$ cat src/rtl/axi4_lite_dmem_ctrl_pkg.sv
// Shared definitions for the AXI4-Lite data-memory controller.
//   state_e         controller FSM states
//   RESP_OKAY/...   AXI response codes
//   MEM_ADDR_W      width of the word-index ports toward data_mem
//   word_idx_w()    word-index bits needed for a given MEM_WORDS
package axi4_lite_dmem_ctrl_pkg;

    typedef enum logic [2:0] {
        StIdle,
        StWrite,
        StWresp,
        StRwait,
        StRresp
    } state_e;

    localparam logic [1:0] RESP_OKAY   = 2'b00;
    localparam logic [1:0] RESP_SLVERR = 2'b10;

    localparam int unsigned MEM_ADDR_W = 12;

    function automatic int unsigned word_idx_w(input int unsigned mem_words);
        return (mem_words > 1) ? $clog2(mem_words) : 1;
    endfunction

endpackage

$ cat src/rtl/axi4_lite_dmem_ctrl.sv
// AXI4-Lite slave in front of a synchronous-read data memory.
// One transaction in flight; AW and W are captured independently into holding registers and the
// write fires once both are present. Writes win over a simultaneous read.
// Ports:
//   clk, rst            clock, asynchronous active-high reset
//   s_axi_aw*/w*/b*     AXI4-Lite write address, data and response channels
//   s_axi_ar*/r*        AXI4-Lite read address and data channels
//   mem_write, byte_en, write_addr, write_data   write port toward data_mem
//   read_addr, read_data                        read port (data valid one clock after address)
module axi4_lite_dmem_ctrl
    import axi4_lite_dmem_ctrl_pkg::*;
#(
    parameter int unsigned MEM_WORDS = 256
) (
    input  logic                  clk,
    input  logic                  rst,
    input  logic [31:0]           s_axi_awaddr,
    input  logic                  s_axi_awvalid,
    output logic                  s_axi_awready,
    input  logic [31:0]           s_axi_wdata,
    input  logic [3:0]            s_axi_wstrb,
    input  logic                  s_axi_wvalid,
    output logic                  s_axi_wready,
    output logic [1:0]            s_axi_bresp,
    output logic                  s_axi_bvalid,
    input  logic                  s_axi_bready,
    input  logic [31:0]           s_axi_araddr,
    input  logic                  s_axi_arvalid,
    output logic                  s_axi_arready,
    output logic [31:0]           s_axi_rdata,
    output logic [1:0]            s_axi_rresp,
    output logic                  s_axi_rvalid,
    input  logic                  s_axi_rready,
    output logic                  mem_write,
    output logic [3:0]            byte_en,
    output logic [31:0]           write_data,
    output logic [MEM_ADDR_W-1:0] write_addr,
    output logic [MEM_ADDR_W-1:0] read_addr,
    input  logic [31:0]           read_data
);

    localparam int unsigned IdxW      = word_idx_w(MEM_WORDS);
    localparam int unsigned ByteAddrW = IdxW + 2;

    // Byte address -> zero-extended word index; bits [1:0] are dropped.
    function automatic logic [MEM_ADDR_W-1:0] to_word(input logic [31:0] a);
        logic [MEM_ADDR_W-1:0] r;
        r            = '0;
        r[IdxW-1:0]  = a[ByteAddrW-1:2];
        return r;
    endfunction

    // Any bit above the memory window makes the access a slave error.
    function automatic logic addr_err(input logic [31:0] a);
        return |(a >> ByteAddrW);
    endfunction

    state_e                state_q, state_d;
    logic                  aw_held_q, aw_held_d;
    logic                  aw_err_q, aw_err_d;
    logic [MEM_ADDR_W-1:0] aw_idx_q, aw_idx_d;
    logic                  w_held_q, w_held_d;
    logic [31:0]           wdata_q, wdata_d;
    logic [3:0]            wstrb_q, wstrb_d;
    logic                  ar_err_q, ar_err_d;
    logic [MEM_ADDR_W-1:0] ar_idx_q, ar_idx_d;

    logic aw_hs, w_hs, ar_hs, wr_go;

    assign s_axi_awready = (state_q == StIdle) && !aw_held_q;
    assign s_axi_wready  = (state_q == StIdle) && !w_held_q;
    // A read is only taken when no write half is held or being offered.
    assign s_axi_arready = (state_q == StIdle) && !aw_held_q && !w_held_q &&
                           !s_axi_awvalid && !s_axi_wvalid;

    assign aw_hs = s_axi_awvalid && s_axi_awready;
    assign w_hs  = s_axi_wvalid && s_axi_wready;
    assign ar_hs = s_axi_arvalid && s_axi_arready;
    assign wr_go = (aw_held_q || aw_hs) && (w_held_q || w_hs);

    always_comb begin
        state_d      = state_q;
        aw_held_d    = aw_held_q;
        aw_err_d     = aw_err_q;
        aw_idx_d     = aw_idx_q;
        w_held_d     = w_held_q;
        wdata_d      = wdata_q;
        wstrb_d      = wstrb_q;
        ar_err_d     = ar_err_q;
        ar_idx_d     = ar_idx_q;
        mem_write    = 1'b0;
        byte_en      = 4'b0000;
        s_axi_bvalid = 1'b0;
        s_axi_rvalid = 1'b0;

        if (aw_hs) begin
            aw_held_d = 1'b1;
            aw_idx_d  = to_word(s_axi_awaddr);
            aw_err_d  = addr_err(s_axi_awaddr);
        end
        if (w_hs) begin
            w_held_d = 1'b1;
            wdata_d  = s_axi_wdata;
            wstrb_d  = s_axi_wstrb;
        end
        if (ar_hs) begin
            ar_idx_d = to_word(s_axi_araddr);
            ar_err_d = addr_err(s_axi_araddr);
        end

        unique case (state_q)
            StIdle: begin
                if (wr_go) begin
                    state_d = StWrite;
                end else if (ar_hs) begin
                    state_d = StRwait;
                end
            end
            StWrite: begin
                mem_write = !aw_err_q;
                byte_en   = aw_err_q ? 4'b0000 : wstrb_q;
                aw_held_d = 1'b0;
                w_held_d  = 1'b0;
                state_d   = StWresp;
            end
            StWresp: begin
                s_axi_bvalid = 1'b1;
                if (s_axi_bready) begin
                    state_d = StIdle;
                end
            end
            StRwait: begin
                state_d = StRresp;
            end
            StRresp: begin
                s_axi_rvalid = 1'b1;
                if (s_axi_rready) begin
                    state_d = StIdle;
                end
            end
            default: begin
                state_d = StIdle;
            end
        endcase
    end

    always_ff @(posedge clk or posedge rst) begin
        if (rst) begin
            state_q   <= StIdle;
            aw_held_q <= 1'b0;
            aw_err_q  <= 1'b0;
            aw_idx_q  <= '0;
            w_held_q  <= 1'b0;
            wdata_q   <= '0;
            wstrb_q   <= '0;
            ar_err_q  <= 1'b0;
            ar_idx_q  <= '0;
        end else begin
            state_q   <= state_d;
            aw_held_q <= aw_held_d;
            aw_err_q  <= aw_err_d;
            aw_idx_q  <= aw_idx_d;
            w_held_q  <= w_held_d;
            wdata_q   <= wdata_d;
            wstrb_q   <= wstrb_d;
            ar_err_q  <= ar_err_d;
            ar_idx_q  <= ar_idx_d;
        end
    end

    // Response codes come from the error flags captured with the address; the address
    // registers cannot change until the FSM is back in idle, so responses stay stable.
    assign s_axi_bresp = (state_q == StWresp && aw_err_q) ? RESP_SLVERR : RESP_OKAY;
    assign s_axi_rresp = (state_q == StRresp && ar_err_q) ? RESP_SLVERR : RESP_OKAY;
    assign s_axi_rdata = (state_q == StRresp && !ar_err_q) ? read_data : 32'h0;

    assign write_addr = aw_idx_q;
    assign write_data = wdata_q;
    // Held through RRESP so the memory keeps returning the same word under backpressure.
    assign read_addr  = ar_idx_q;

endmodule
$ cat config.mk
export PLATFORM = sky130hd
export DESIGN_NAME = axi4_lite_dmem_ctrl
export DESIGN_NICKNAME = d
export VERILOG_FILES = /design/src/rtl/axi4_lite_dmem_ctrl_pkg.sv /design/src/rtl/axi4_lite_dmem_ctrl.sv
export SDC_FILE = /design/constraint.sdc
export NUM_CORES = 1
export LEC_CHECK = 0
export CELL_PAD_IN_SITES_DETAIL_PLACEMENT = 0
export CELL_PAD_IN_SITES_GLOBAL_PLACEMENT = 1
export CORE_MARGIN = 10
export CORE_UTILIZATION = 25
export CTS_CLUSTER_DIAMETER = 80
export DETAILED_ROUTE_END_ITERATION = 8
export GPL_TIMING_DRIVEN = 0
export MAX_ROUTING_LAYER = met4
export PLACE_DENSITY = 0.84
export SYNTH_ARGS = -nofsm -noshare
export SYNTH_HDL_FRONTEND = slang
export SYNTH_SLANG_ARGS = --single-unit
export TNS_END_PERCENT = 1
$ cat constraint.sdc
create_clock -name clk -period 2.76 [get_ports clk]
set_clock_uncertainty 0.1 [all_clocks]
set_input_delay 0.276 -clock clk [delete_from_list [all_inputs] [get_ports clk]]
set_output_delay 0.276 -clock clk [all_outputs]
set_load 0.05 [all_outputs]
==> qor.yml <==
yosys:
  synth.area.mux_share_pct: 24.1
  synth-compound-area-share_pct: 2.51
  synth_top_family_by_area: "multiplexers"
  synth_edf_count: 0
  ys_warn_count: 0
  synth_most_common_cell: "dfrtp_1"
  synth_adder_area_share_pct: 0
  yosys.area_share.simple_pct: 16.5
  yosys.area.top_type: "dfrtp_1"
  synthCells: 214
  synth_xor_area_share_pct: 0
  avgSynthCellArea_um2: 13.5
  netlist_top_cells_count: "dfrtp_1 (59), and2_1 (37), mux2_4 (30), mux2_2 (22)"
  netlist_area_um2: 2900
  ys_ff_latch: 59
  synth_seq_area_share_pct: 51.0
  synthArstFlopShare_pct: 100
  ys.flop_type: "dfrtp_1"
  synth_area_leaders: "dfrtp_1 (51%), mux2_4 (16%), mux2_2 (8.6%)"
  ys_types: 30
  synth_top_area_share_pct: 51.0
finish:
  fillers: 1057
  regArea_um2: 1480
  final_layout_size_suffix_gt1_share_pct: 26.7
  antenna_cells: 0
  fin_nets: 600
  area_growth_pct: 92.0
  multi_input_area_um2: 1290
detailed_routing:
  dr.pass1.iters: 4
  routed_wl_um: 11500
  post_drt_wl_per_cell_um: 18.9
  topRoutingLayerUsed: "met4"
  m1WireLength_um: 4640
  drt_iter0_markers: 71
  antenna_left: 0
  avgViaCountPerCell: 4.32
  wl_met2_um: 5620
  vias: 2624
  met3_length_um: 1120
  drc: 0
run_status:
  status: "complete, no violations"
global_route:
  track_usage_pct: 13.9
  grt_overflow: 0
  antenna_found_initial: 0
  grt_pass1_vias: 3060
  grt_max_degree: 33
  grt_pass1_wl_um: 17400
sta:
  rsz0062_at_grt: "yes"
  tightest_slew_ns: 0.629
  setup_violations: 0
  fin_crit_sh_pct: 96.9
  relSlewSlack_pct: 58.0
  holdWs_ns: 0.254
  max_freq_ghz: 0.374
  drv_slew: 0
  fin_crit_ns: 2.67
  finalHoldViolCount: 0
setup_path:
  cp-endpoint: "s_axi_rdata[5]"
  end_kind: "primary output"
  startpoint: "state_q[0]$_DFFE_PP0P_"
  crit_family: "buffers and inverters"
  r2r_slack_ns: 0.94
  critPathKind: "flop to primary output"
  max_stage_delay_ns: 0.50
  regToRegStartpoint: "state_q[2]$_DFFE_PP0P_"
  cp_num_buf_inv: 3
  r2r_end: "read_addr[0]$_DFFE_PP0P_"
  crit_path_top_delay_cell: "clkdlybuf4s15_1"
  cp_cell_sequence: "buf_2 > or3b_4 > nor2_4 > buf_6 > and2_1 > clkdlybuf4s15_1"
  cp_num_cells: 6
  cp_data_arrival_time_ns: 2.30
  crit_fanout: 10
  worstSetupStartpointType: "flop"
  timing.reg2reg.worst_path_depth: 3
  cp_data_required_time_ns: 2.38
floorplan:
  ios: 241
  die_h_um: 128
  core-area_um2: 11400
  initial_core_util_pct: 25.5
  die_x_um: 128
  die-area_um2: 16300
  row_count: 39
clocking:
  htree_levels: 3
  clock_sinks: 59
  numCtsBuffers: 9
  clk_latency_ns: 0.32
  cts_root_buf: "clkbuf_16"
  postCtsSetupRepairBufs: 0
  clk_pin_slew_ns: 0.05
  cts_tree: "built"
  clockBufferDepth: 2
  holdBufCountCts: 0
placed_design:
  dp_hpwl_um: 9580
  globalplace.congestion: 0.796
  io_buffers: 226
hold_path:
  hold_path.class: "input port to asynchronous set/reset pin"
power_and_ir_drop:
  power_mw: 6.19
  p_leak_nw: 2.55
  vdd_ir_drop_max_uv: 695
  powerDensity_nw_per_um2: 1110
job:
  drv_cap: 0
==> worst reg2reg max path: cells and delay by family, from the launching register on <==
kind             cells  cell delay, ns
AND/OR/NAND/NOR      2            0.77
multiplexers         1            0.34
flip-flops           1            0.49
==> worst min path at each step <==
| stage | startpoint | cells after the start | slack (ns) | endpoint |
|---|---|---|---|---|
| final | rst | 2 | 0.25 | write_data[23]$_DFFE_PP0P_ |
| after global routing | rst | 2 | 0.32 | write_data[23]$_DFFE_PP0P_ |
| after CTS | rst | 2 | 0.27 | write_data[23]$_DFFE_PP0P_ |
| after detailed placement | wstrb_q[0]$_DFFE_PP0P_ | 1 | 0.39 | wstrb_q[0]$_DFFE_PP0P_ |
| after global placement | wstrb_q[0]$_DFFE_PP0P_ | 1 | 0.39 | wstrb_q[0]$_DFFE_PP0P_ |
| after floorplan | s_axi_rready | 1 | 0.28 | state_q[2]$_DFFE_PP0P_ |
==> cells in the final DEF, fill, tap and decap left out, drive strengths merged <==
cell | Yosys | layout
dlygate4sd2 | 0 | 7
clkbuf | 0 | 43
dlymetal6s2s | 0 | 1
nor4 | 12 | 12
nor2 | 6 | 6
or3b | 1 | 1
nand4 | 4 | 4
o22ai | 1 | 1
a2111oi | 1 | 1
o21a | 1 | 1
inv | 4 | 4
a21oi | 4 | 4
a211oi | 1 | 1
nand2b | 1 | 1
and2 | 37 | 37
nor4b | 2 | 2
o21ai | 1 | 1
dfrtp | 59 | 59
nand2 | 3 | 3
bufinv | 0 | 1
mux2 | 52 | 52
a2bb2oi | 2 | 2
clkdlybuf4s15 | 0 | 1
nor3b | 1 | 1
nand3b | 1 | 1
conb | 1 | 10
and3 | 1 | 1
buf | 18 | 19
clkdlybuf4s50 | 0 | 188
==> power breakdown <==
group	internal [mW]	switching [mW]	total [mW]	leakage (nW)
Clock	0.792	0.367	1.16	0.155
Combinational	1.44	2.04	3.47	1.69
Sequential	1.29	0.263	1.56	0.708
==> sequential cells by signal (all words and copies together), names as in the netlist <==
name,flops
write_addr,8
aw_err_q,1
w_held_q,1
read_addr,8
aw_held_q,1
state_q,3
ar_err_q,1
wstrb_q,4
write_data,32
==> metrics by stage <==
step	std cells	utilization, %	setup TNS [ns]	setup slack, ns	area (um2)
final	608	48.9	0	0.0862	5560
after global routing	608	48.9	-0.0316	-0.0316	5560
after CTS	608	49.9	0	0.000190	5670
after detailed placement	593	47.5	0	0.0699	5400
after global placement	592	47.3	-11.06	-0.191	5380
after floorplan	223	-	0	0.0493	2940
==> area by class of cell <==
class | count | area share [%]
Sequential cell | 59 | 26.6
Multi-Input combinational cell | 142 | 23.2
Clock buffer | 14 | 5.11
Clock inverter | 1 | 0.540
Timing Repair Buffer | 227 | 38.3
Buffer | 18 | 2.75
Tap cell | 143 | 3.22
Inverter | 4 | 0.270
==> timing repair <==
action | in CTS | in global routing
cloned | 0 | 0
gates resized for setup | 41 | 56
endpoints found under the setup margin | 37 | 31
==> per-layer routing <==
metal / GRT usage (%) / vias up
met5: - / -
met4: 3.58 / 0
met3: 5.75 / 8
met2: 23.1 / 154
met1: 15.1 / 1243
li1: - / 1219
==> logic make-up after synthesis <==
| logic type | after synthesis |
|---|---|
| AND/OR/NAND/NOR | 69 |
| flip-flops | 59 |
| multiplexers | 52 |
| buffers and inverters | 22 |
| AO/OA/AOI/OAI | 11 |
| other | 1 |
Power figures use the tool's default switching activity.
